===== config.mk =====
export PLATFORM = sky130hd
export DESIGN_NAME = regfile_access_ctrl_flat
export DESIGN_NICKNAME = d
export VERILOG_FILES = /design/src/rtl/regfile_access_ctrl_pkg.sv /design/src/rtl/regfile_access_ctrl_if.sv /design/src/rtl/regfile_access_ctrl_reg_scoreboard.sv /design/src/rtl/regfile_access_ctrl.sv /design/src/flat_wrapper.sv
export SDC_FILE = /design/constraint.sdc
export NUM_CORES = 1
export LEC_CHECK = 0
export CAP_MARGIN = 10
export CORE_ASPECT_RATIO = 1.2
export CORE_MARGIN = 2
export CORE_UTILIZATION = 39
export CTS_BUF_LIST = sky130_fd_sc_hd__clkbuf_8 sky130_fd_sc_hd__clkbuf_16
export DETAILED_ROUTE_END_ITERATION = 7
export GPL_TIMING_DRIVEN = 0
export HOLD_SLACK_MARGIN = 0.06
export PLACE_DENSITY_LB_ADDON = 0.15
export SETUP_SLACK_MARGIN = 0.3
export SKIP_LAST_GASP = 1
export SLEW_MARGIN = 30
export SYNTH_ARGS = -nofsm -noshare
export SYNTH_HDL_FRONTEND = slang
export SYNTH_SLANG_ARGS = --single-unit

===== constraint.sdc =====
create_clock -name clk -period 3.75 [get_ports clk]
set_input_delay 0.75 -clock clk [delete_from_list [all_inputs] [get_ports clk]]
set_output_delay 0.75 -clock clk [all_outputs]
set_load 0.02 [all_outputs]

===== src/rtl/regfile_access_ctrl_pkg.sv =====
`default_nettype none
// ==========================================================================
// regfile_access_ctrl_pkg: shared widths, reserved register ids, FSM states
// Rev 1.0
// ==========================================================================
package regfile_access_ctrl_pkg;

    localparam int DATA_W = 32;
    localparam int NREG   = 16;
    localparam int ADDR_W = 4;

    localparam logic [ADDR_W-1:0] REG_ZERO = 4'd0;
    localparam logic [ADDR_W-1:0] REG_RSVD = 4'd15;

    typedef enum logic [1:0] {
        IDLE = 2'd0,
        READ = 2'd1,
        HOLD = 2'd2
    } state_t;

    // R0 and R15 are write-dropped by the bank, so they never carry a pending write
    function automatic logic is_tracked(input logic [ADDR_W-1:0] r);
        return (r != REG_ZERO) && (r != REG_RSVD);
    endfunction

endpackage
`default_nettype wire


===== src/rtl/regfile_access_ctrl_if.sv =====
`default_nettype none
// ==========================================================================
// regfile_access_ctrl_if: decode/execute/writeback/bank signal bundle
// Rev 1.0
// ==========================================================================
interface regfile_access_ctrl_if;
    import regfile_access_ctrl_pkg::*;

    logic              req_valid;
    logic              req_ready;
    logic [ADDR_W-1:0] req_rs1;
    logic [ADDR_W-1:0] req_rs2;
    logic [ADDR_W-1:0] req_rd;
    logic              req_wen;

    logic              op_valid;
    logic              op_ready;
    logic [DATA_W-1:0] op_a;
    logic [DATA_W-1:0] op_b;
    logic [ADDR_W-1:0] op_rd;
    logic              op_wen;

    logic              wb_valid;
    logic [ADDR_W-1:0] wb_rd;
    logic [DATA_W-1:0] wb_data;

    logic [ADDR_W-1:0] rf_rs1;
    logic [ADDR_W-1:0] rf_rs2;
    logic [DATA_W-1:0] rf_data1;
    logic [DATA_W-1:0] rf_data2;
    logic [ADDR_W-1:0] rf_rd;
    logic [DATA_W-1:0] rf_write_data;
    logic              rf_reg_write;

    logic [NREG-1:0]   busy;
    logic              wb_err;

    modport slave (
        input  req_valid, req_rs1, req_rs2, req_rd, req_wen,
        input  op_ready, wb_valid, wb_rd, wb_data, rf_data1, rf_data2,
        output req_ready, op_valid, op_a, op_b, op_rd, op_wen,
        output rf_rs1, rf_rs2, rf_rd, rf_write_data, rf_reg_write, busy, wb_err
    );

    modport master (
        output req_valid, req_rs1, req_rs2, req_rd, req_wen,
        output op_ready, wb_valid, wb_rd, wb_data, rf_data1, rf_data2,
        input  req_ready, op_valid, op_a, op_b, op_rd, op_wen,
        input  rf_rs1, rf_rs2, rf_rd, rf_write_data, rf_reg_write, busy, wb_err
    );

endinterface
`default_nettype wire


===== src/rtl/regfile_access_ctrl_reg_scoreboard.sv =====
`default_nettype none
// ==========================================================================
// reg_scoreboard: pending-write busy vector, RAW/WAW hazard, writeback error
// Rev 1.0
// ==========================================================================
module reg_scoreboard
    import regfile_access_ctrl_pkg::*;
(
    input  wire logic              clk,
    input  wire logic              rst_n,
    input  wire logic              set_en,
    input  wire logic [ADDR_W-1:0] set_rd,
    input  wire logic              clr_en,
    input  wire logic [ADDR_W-1:0] clr_rd,
    input  wire logic [ADDR_W-1:0] rs1,
    input  wire logic [ADDR_W-1:0] rs2,
    input  wire logic [ADDR_W-1:0] rd,
    input  wire logic              wen,
    output logic [NREG-1:0]        busy,
    output logic                   hazard,
    output logic                   wb_err
);

    logic [NREG-1:0] set_mask;
    logic [NREG-1:0] clr_mask;

    always_comb begin
        set_mask = '0;
        clr_mask = '0;
        if (set_en && is_tracked(set_rd)) begin
            set_mask[set_rd] = 1'b1;
        end
        if (clr_en) begin
            clr_mask[clr_rd] = 1'b1;
        end
    end

    assign hazard = busy[rs1] | busy[rs2] | (wen & busy[rd]);

    // Clear lands on the same edge the bank commits, so a reader released
    // by it issues its negedge read after the data is in the bank.
    always_ff @(posedge clk or posedge rst_n) begin
        if (rst_n) begin
            busy   <= '0;
            wb_err <= 1'b0;
        end else begin
            busy <= (busy & ~clr_mask) | set_mask;
            if (clr_en && !busy[clr_rd] && is_tracked(clr_rd)) begin
                wb_err <= 1'b1;
            end
        end
    end

endmodule
`default_nettype wire


===== src/rtl/regfile_access_ctrl.sv =====
`default_nettype none
// ==========================================================================
// regfile_access_ctrl: operand fetch from the 16x32 bank with hazard stalls
// Rev 1.0
// ==========================================================================
module regfile_access_ctrl
    import regfile_access_ctrl_pkg::*;
(
    input  wire logic            clk,
    input  wire logic            rst_n,
    regfile_access_ctrl_if.slave bus
);

    state_t state;
    state_t state_nxt;
    logic   hazard;
    logic   accept;

    assign accept = (state == IDLE) & bus.req_valid & ~hazard;

    always_ff @(posedge clk or posedge rst_n) begin
        if (rst_n) begin
            state <= IDLE;
        end else begin
            state <= state_nxt;
        end
    end

    always_comb begin
        state_nxt     = state;
        bus.req_ready = 1'b0;
        bus.op_valid  = 1'b0;
        case (state)
            IDLE: begin
                bus.req_ready = ~hazard;
                if (bus.req_valid && !hazard) begin
                    state_nxt = READ;
                end
            end
            READ: begin
                state_nxt = HOLD;
            end
            HOLD: begin
                bus.op_valid = 1'b1;
                if (bus.op_ready) begin
                    state_nxt = IDLE;
                end
            end
            default: begin
                state_nxt = IDLE;
            end
        endcase
    end

    // rf_data is launched by the bank on the negedge inside READ
    always_ff @(posedge clk or posedge rst_n) begin
        if (rst_n) begin
            bus.rf_rs1 <= '0;
            bus.rf_rs2 <= '0;
            bus.op_rd  <= '0;
            bus.op_wen <= 1'b0;
            bus.op_a   <= '0;
            bus.op_b   <= '0;
        end else begin
            if (accept) begin
                bus.rf_rs1 <= bus.req_rs1;
                bus.rf_rs2 <= bus.req_rs2;
                bus.op_rd  <= bus.req_rd;
                bus.op_wen <= bus.req_wen;
            end
            if (state == READ) begin
                bus.op_a <= bus.rf_data1;
                bus.op_b <= bus.rf_data2;
            end
        end
    end

    assign bus.rf_reg_write  = bus.wb_valid;
    assign bus.rf_rd         = bus.wb_rd;
    assign bus.rf_write_data = bus.wb_data;

    reg_scoreboard u_scoreboard (
        .clk    (clk),
        .rst_n  (rst_n),
        .set_en (accept & bus.req_wen),
        .set_rd (bus.req_rd),
        .clr_en (bus.wb_valid),
        .clr_rd (bus.wb_rd),
        .rs1    (bus.req_rs1),
        .rs2    (bus.req_rs2),
        .rd     (bus.req_rd),
        .wen    (bus.req_wen),
        .busy   (bus.busy),
        .hazard (hazard),
        .wb_err (bus.wb_err)
    );

endmodule
`default_nettype wire


===== src/flat_wrapper.sv =====
// flat-port wrapper written by rule: the top's interface ports become plain ports
module regfile_access_ctrl_flat import regfile_access_ctrl_pkg::*;
  (clk, rst_n, bus_req_valid, bus_req_rs1, bus_req_rs2, bus_req_rd, bus_req_wen, bus_op_ready, bus_wb_valid, bus_wb_rd, bus_wb_data, bus_rf_data1, bus_rf_data2, bus_req_ready, bus_op_valid, bus_op_a, bus_op_b, bus_op_rd, bus_op_wen, bus_rf_rs1, bus_rf_rs2, bus_rf_rd, bus_rf_write_data, bus_rf_reg_write, bus_busy, bus_wb_err);
  regfile_access_ctrl_if bus_i ();
  input  wire logic clk;
  input  wire logic rst_n;
  input wire logic [$bits(bus_i.req_valid)-1:0] bus_req_valid;
  input wire logic [$bits(bus_i.req_rs1)-1:0] bus_req_rs1;
  input wire logic [$bits(bus_i.req_rs2)-1:0] bus_req_rs2;
  input wire logic [$bits(bus_i.req_rd)-1:0] bus_req_rd;
  input wire logic [$bits(bus_i.req_wen)-1:0] bus_req_wen;
  input wire logic [$bits(bus_i.op_ready)-1:0] bus_op_ready;
  input wire logic [$bits(bus_i.wb_valid)-1:0] bus_wb_valid;
  input wire logic [$bits(bus_i.wb_rd)-1:0] bus_wb_rd;
  input wire logic [$bits(bus_i.wb_data)-1:0] bus_wb_data;
  input wire logic [$bits(bus_i.rf_data1)-1:0] bus_rf_data1;
  input wire logic [$bits(bus_i.rf_data2)-1:0] bus_rf_data2;
  output wire logic [$bits(bus_i.req_ready)-1:0] bus_req_ready;
  output wire logic [$bits(bus_i.op_valid)-1:0] bus_op_valid;
  output wire logic [$bits(bus_i.op_a)-1:0] bus_op_a;
  output wire logic [$bits(bus_i.op_b)-1:0] bus_op_b;
  output wire logic [$bits(bus_i.op_rd)-1:0] bus_op_rd;
  output wire logic [$bits(bus_i.op_wen)-1:0] bus_op_wen;
  output wire logic [$bits(bus_i.rf_rs1)-1:0] bus_rf_rs1;
  output wire logic [$bits(bus_i.rf_rs2)-1:0] bus_rf_rs2;
  output wire logic [$bits(bus_i.rf_rd)-1:0] bus_rf_rd;
  output wire logic [$bits(bus_i.rf_write_data)-1:0] bus_rf_write_data;
  output wire logic [$bits(bus_i.rf_reg_write)-1:0] bus_rf_reg_write;
  output wire logic [$bits(bus_i.busy)-1:0] bus_busy;
  output wire logic [$bits(bus_i.wb_err)-1:0] bus_wb_err;
  assign bus_i.req_valid = bus_req_valid;
  assign bus_i.req_rs1 = bus_req_rs1;
  assign bus_i.req_rs2 = bus_req_rs2;
  assign bus_i.req_rd = bus_req_rd;
  assign bus_i.req_wen = bus_req_wen;
  assign bus_i.op_ready = bus_op_ready;
  assign bus_i.wb_valid = bus_wb_valid;
  assign bus_i.wb_rd = bus_wb_rd;
  assign bus_i.wb_data = bus_wb_data;
  assign bus_i.rf_data1 = bus_rf_data1;
  assign bus_i.rf_data2 = bus_rf_data2;
  assign bus_req_ready = bus_i.req_ready;
  assign bus_op_valid = bus_i.op_valid;
  assign bus_op_a = bus_i.op_a;
  assign bus_op_b = bus_i.op_b;
  assign bus_op_rd = bus_i.op_rd;
  assign bus_op_wen = bus_i.op_wen;
  assign bus_rf_rs1 = bus_i.rf_rs1;
  assign bus_rf_rs2 = bus_i.rf_rs2;
  assign bus_rf_rd = bus_i.rf_rd;
  assign bus_rf_write_data = bus_i.rf_write_data;
  assign bus_rf_reg_write = bus_i.rf_reg_write;
  assign bus_busy = bus_i.busy;
  assign bus_wb_err = bus_i.wb_err;
  regfile_access_ctrl u_core (.clk(clk), .rst_n(rst_n), .bus(bus_i));
endmodule

* After elaboration in Yosys (flattened, before gate mapping)
Index checks and enable logic that the tools add are counted.
** Word-level totals
- Register bits after elaboration :: 96
- Output and inout bits :: 133
** Operators by class
- Equal/unequal tests :: 6
- Magnitude comparators :: 6
- Reduce and logical (&&, ||, !) cells :: 14
- Bitwise operators :: 10
- Muxes and demuxes :: 19
** Operators with widths (number)
- 2-to-1 mux 16 bit :: 2
- < comparator 4 x 5 -> 1 bit (second input constant) :: 4
- AND 16 bit :: 1
- binary-select mux 1 bit (select 4 bit) :: 4
- inverter 16 bit :: 1
- bitwise OR 16 bit :: 1
- demux 1 bit (select 4 bit) :: 2
- >= comparator 4 x 1 -> 1 bit (second input constant) :: 2
- logical AND 1 bit :: 8
- 2-to-1 mux 1 bit :: 8
- != test 4 bit (second input constant) :: 2
- nonzero test 4 bit :: 2
- case mux 2 bit (3 select lines) :: 1
- AND 1 bit :: 4
- 2-to-1 mux 2 bit :: 2
- != test 2 bit (second input constant) :: 2
- equality test 2 x 1 -> 1 bit (second input constant) :: 1
- equality test 2 bit (second input constant) :: 1
- logical NOT 1 bit :: 2
- logical NOT 2 bit :: 1
- bitwise OR 1 bit :: 2
- AND reduction 2 bit :: 1
- inverter 1 bit :: 1

* Longest topological paths before layout
- Depth in word-level cells :: 10
- Gate-level depth with buffers :: 9
- Gate-level depth less buffers :: 5

* Cells and area by module
Synthesis repeated with hierarchy kept, for this count alone.
** Second synthesis, totals
- Cell total of the unflattened synthesis :: 327
- Area total of the unflattened synthesis :: 4535.6 um^2
** By module, submodules not included
- regfile_access_ctrl :: area an instance 3273.1 um^2, cells each 209, seq. area each 1976.9 um^2, instances 1
- reg_scoreboard :: area an instance 1262.5 um^2, cells each 118, seq. area each 425.4 um^2, instances 1

* Worst setup path after synthesis
No wires, ideal clock.
- Kind :: input -> output
- Start point :: input port bus_req_rd[0]
- End point :: output port bus_req_ready
- Path buffers :: 2
- Cell stages on the path :: 7
- Data arrival time :: 2.299 ns
- Setup slack :: 0.701 ns
- Cell sequence :: buf_6 mux4_2 or2_0 a311oi_2 nand4_2 buf_2 inv_1
** On the way
- Word-level cells in the longest chain between the ends :: 6
** Ends and longest elaborated chain
- from (decl) :: RTL line flat_wrapper.sv:10 : input wire logic [$bits(bus_i.req_rd)-1:0] bus_req_rd;
- binary-select mux 1 bit (select 4 bit) :: RTL line regfile_access_ctrl_reg_scoreboard.sv:38 : assign hazard = busy[rs1] | busy[rs2] | (wen & busy[rd]);
- 2-to-1 mux 1 bit (implied by the code) :: RTL line regfile_access_ctrl_reg_scoreboard.sv:38
- AND 1 bit :: RTL line regfile_access_ctrl_reg_scoreboard.sv:38
- bitwise OR 1 bit :: RTL line regfile_access_ctrl_reg_scoreboard.sv:38
- inverter 1 bit :: RTL line regfile_access_ctrl.sv:35 : bus.req_ready = ~hazard;
- 2-to-1 mux 1 bit :: RTL line regfile_access_ctrl.sv:33 : case (state)
- to (decl) :: RTL line flat_wrapper.sv:18 : output wire logic [$bits(bus_i.req_ready)-1:0] bus_req_ready;
Every way passes these cells. The select of a mux whose other input is x is not followed.

* Final worst setup path
- Start point :: input port bus_req_rs1[0]
- End point :: output port bus_req_ready
** On the way
- Word-level cells in the longest chain between the ends :: 6
** Ends and longest elaborated chain
- from (decl) :: RTL line flat_wrapper.sv:8 : input wire logic [$bits(bus_i.req_rs1)-1:0] bus_req_rs1;
- binary-select mux 1 bit (select 4 bit) :: RTL line regfile_access_ctrl_reg_scoreboard.sv:38
- 2-to-1 mux 1 bit (implied by the code) :: RTL line regfile_access_ctrl_reg_scoreboard.sv:38
- bitwise OR 1 bit (2 in a row) :: RTL line regfile_access_ctrl_reg_scoreboard.sv:38
- inverter 1 bit :: RTL line regfile_access_ctrl.sv:35
- 2-to-1 mux 1 bit :: RTL line regfile_access_ctrl.sv:33
Every way passes these cells. The select of a mux whose other input is x is not followed.

==> impl_metrics.env <==
export IMPL_worstSetupPathType="input pin to output pin"
export IMPL_utilization_pct=63.4
export IMPL_grt_met1_usage_pct=23.6
export IMPL_yosys_warnings=0
export IMPL_synthesis_area_sq_mm=0.00457
export IMPL_endpoint_kind="output pin"
export IMPL_area_delta_synth_final_pct=59.6
export IMPL_cts_tree="built"
export IMPL_crit_family="multiplexers"
export IMPL_htree_levels=3
export IMPL_via_count=3535
export IMPL_synth_seq_cells=96
export IMPL_power_density_mw_per_mm2=797
export IMPL_finalWorstSetupSlack_ns=0.385
export IMPL_preCtsSetupSlack_ns=-0.606
export IMPL_finalCriticalPeriod_ns=3.36
export IMPL_cp_arrival_ns=2.61
export IMPL_fillCellCount=939
export IMPL_die_width_microns=103
export IMPL_grt_max_degree=50
export IMPL_start_kind="input pin"
export IMPL_dp_cells=699
export IMPL_path_buf_inv=4
export IMPL_overflow=0
export IMPL_first_global_vias=3531
export IMPL_dieArea_sq_mm=0.0126
export IMPL_grt_antenna_before_repair=0
export IMPL_yosysSeqAreaShare_pct=52.5
export IMPL_gp_congestion=0.900
export IMPL_max_freq_mhz=297
export IMPL_first_pass_iters=4
export IMPL_cts_sinks=96
export IMPL_min_period_over_period_pct=89.7
export IMPL_grt_busiest_layer="met2"
export IMPL_status="completed"
export IMPL_setup_viol=0
export IMPL_worst_pin_slew_ns=0.571
export IMPL_layout_commonest_cell="clkdlybuf4s50_1"
export IMPL_synth_edf_count=0
export IMPL_avgSynthCellArea_sq_um=14.0
export IMPL_nets=673
export IMPL_track_usage_pct=19.1
export IMPL_die_h_microns=123
export IMPL_p_leak_nw=3.06
export IMPL_crit_path_max_incr_delay_ns=0.57
export IMPL_antenna_cells=0
export IMPL_synth_nets=444
export IMPL_async_flop_share_pct=100
export IMPL_hpwlAfterDp_microns=9430
export IMPL_slew_viol_final=0
export IMPL_multi_input_area_sq_mm=0.00178
export IMPL_rsz0062_at_grt="false"
export IMPL_cts_buffers=9
export IMPL_cts_buffer_depth=2
export IMPL_clk_latency_ns=0.34
export IMPL_wirelength_microns=12500
export IMPL_total_power_w=0.00581
export IMPL_hold_class="flop to flop"
export IMPL_crit_required_ns=3.00
export IMPL_synth_distinct_cells=40
export IMPL_mostFrequentLayoutCells="clkdlybuf4s50_1 (208), dfrtp_1 (96), mux2_2 (71)"
export IMPL_drtAntennaViolNets=0
export IMPL_fin_worst_skew_ns=0.00552
export IMPL_cp_slowest_cell="mux4_1"
export IMPL_wl_per_cell_microns=17.4
export IMPL_initial_core_util_pct=39.7
export IMPL_ys_dominant_reg_cell="dfrtp_1"
export IMPL_vias_per_cell=4.93
export IMPL_max_vdd_ir_drop_mv=0.391
export IMPL_cap_violations=0
export IMPL_path_cells="buf_2, mux4_1, mux2_2, mux2i_2, nand4_2, buf_6, inv_1, clkdlybuf4s15_2"
export IMPL_clk_pin_slew_ns=0.06
export IMPL_row_count=43
export IMPL_regArea_sq_mm=0.00240
export IMPL_drc_errors=0
export IMPL_core_sq_mm=0.0115
export IMPL_finalHoldViolCount=0
export IMPL_hold_buffers=0
export IMPL_synthCells=326
export IMPL_io_pins=251
export IMPL_final_cells=717
export IMPL_grtUsageMet2_pct=32.4
export IMPL_relSlewSlack_pct=62.0
export IMPL_met3_usage_pct=5.18
export IMPL_numPortBuffers=215
export IMPL_drt_iter0_drc=78
export IMPL_cp_max_fo=10
export IMPL_drive_gt1_share_pct=28.4
export IMPL_grt_pass1_wl_microns=18300
export IMPL_clockRootBuffer="clkbuf_16"
## report_power, final
part / switching, W / leakage [nW] / internal (W) / total (W)
registers: 0.000323 / 1.15 / 0.00153 / 0.00185
clock network: 0.000397 / 0.158 / 0.000585 / 0.000983
logic: 0.00133 / 1.76 / 0.00165 / 0.00298
## per-layer routing
layer | share of wire, % | routed length, microns | vias to the layer above
met3 | 9.2 | 1150 | 15
met5 | 0 | 0 | -
met4 | 1.8 | 226 | 0
met2 | 50 | 6270 | 185
li1 | - | - | 1611
met1 | 39 | 4800 | 1724
## final timing paths
check | start | slack (ns) | endpoint | cells after the start
min in group asynchronous | rst_n | 0.81 | u_core.bus.op_b[7]$_DFFE_PP0N_ | 2
max reg2reg | u_core.u_scoreboard.busy[12]$_DFF_PP0_ | 1.29 | u_core.u_scoreboard.busy[5]$_DFF_PP0_ | 7
max | bus_req_rs1[0] | 0.39 | bus_req_ready | 8
min reg2reg | u_core.u_scoreboard.wb_err$_DFFE_PP0P_ | 0.50 | u_core.u_scoreboard.wb_err$_DFFE_PP0P_ | 1
min | u_core.u_scoreboard.wb_err$_DFFE_PP0P_ | 0.50 | u_core.u_scoreboard.wb_err$_DFFE_PP0P_ | 1
max in group asynchronous | rst_n | 2.35 | u_core.u_scoreboard.wb_err$_DFFE_PP0P_ | 3
## registers in the layout (all words and copies together), names as in the netlist
register / flops
u_core.u_scoreboard.busy: 16
u_core.bus.op_b: 32
u_core.bus.op_wen: 1
u_core.bus.op_a: 32
u_core.bus.op_rd: 4
u_core.state: 2
u_core.bus.rf_rs2: 4
u_core.u_scoreboard.wb_err: 1
u_core.bus.rf_rs1: 4
## stage by stage
stage                     hold slack (ns)  area [sq um]  TNS [ns]
after floorplan                     0.562          4570         0
after global placement              0.481          6920    -94.29
after detailed placement            0.474          6950    -0.606
after CTS                           0.503          7280         0
after global routing                0.513          7300         0
final                               0.500          7300         0
## logic make-up (layout without fill, tap and decap cells)
group,after synthesis,count (layout),share of synthesized area (%)
DFF,96,96,52.5
and+or+nand+nor,33,33,4.46
muxes,101,101,28.8
AOI/OAI and AO/OA,39,39,5.61
buffers and inverters,57,291,8.54
## cell usage after synthesis (4+ instances only)
master / count / share of area (%)
buf_4: 38 / 6.2
clkbuf_1: 10 / 0.82
dfrtp_1: 96 / 53
inv_1: 4 / 0.33
mux2_2: 71 / 17
mux2_4: 9 / 3.0
mux2i_1: 8 / 1.8
mux4_2: 10 / 4.9
nand2_1: 5 / 0.41
nand2b_1: 9 / 1.2
o21ai_0: 18 / 2.0
o31ai_1: 8 / 1.3
## layout make-up
class,count,share of cell area [%]
timing repair buffer,218,30.0
clock buffer,9,3.09
sequential,96,32.9
clock inverter,7,1.29
inverter,4,0.274
buffer,53,5.28
tap,157,2.69
multi-input combinational,173,24.4
## timing repair
action,CTS,global route
pin swaps,1,2
setup buffers,1,1
endpoints found under the setup margin,1,1
endpoints found under the hold margin,0,0
gates resized for setup,15,5
(Power assumes the default switching activity.)
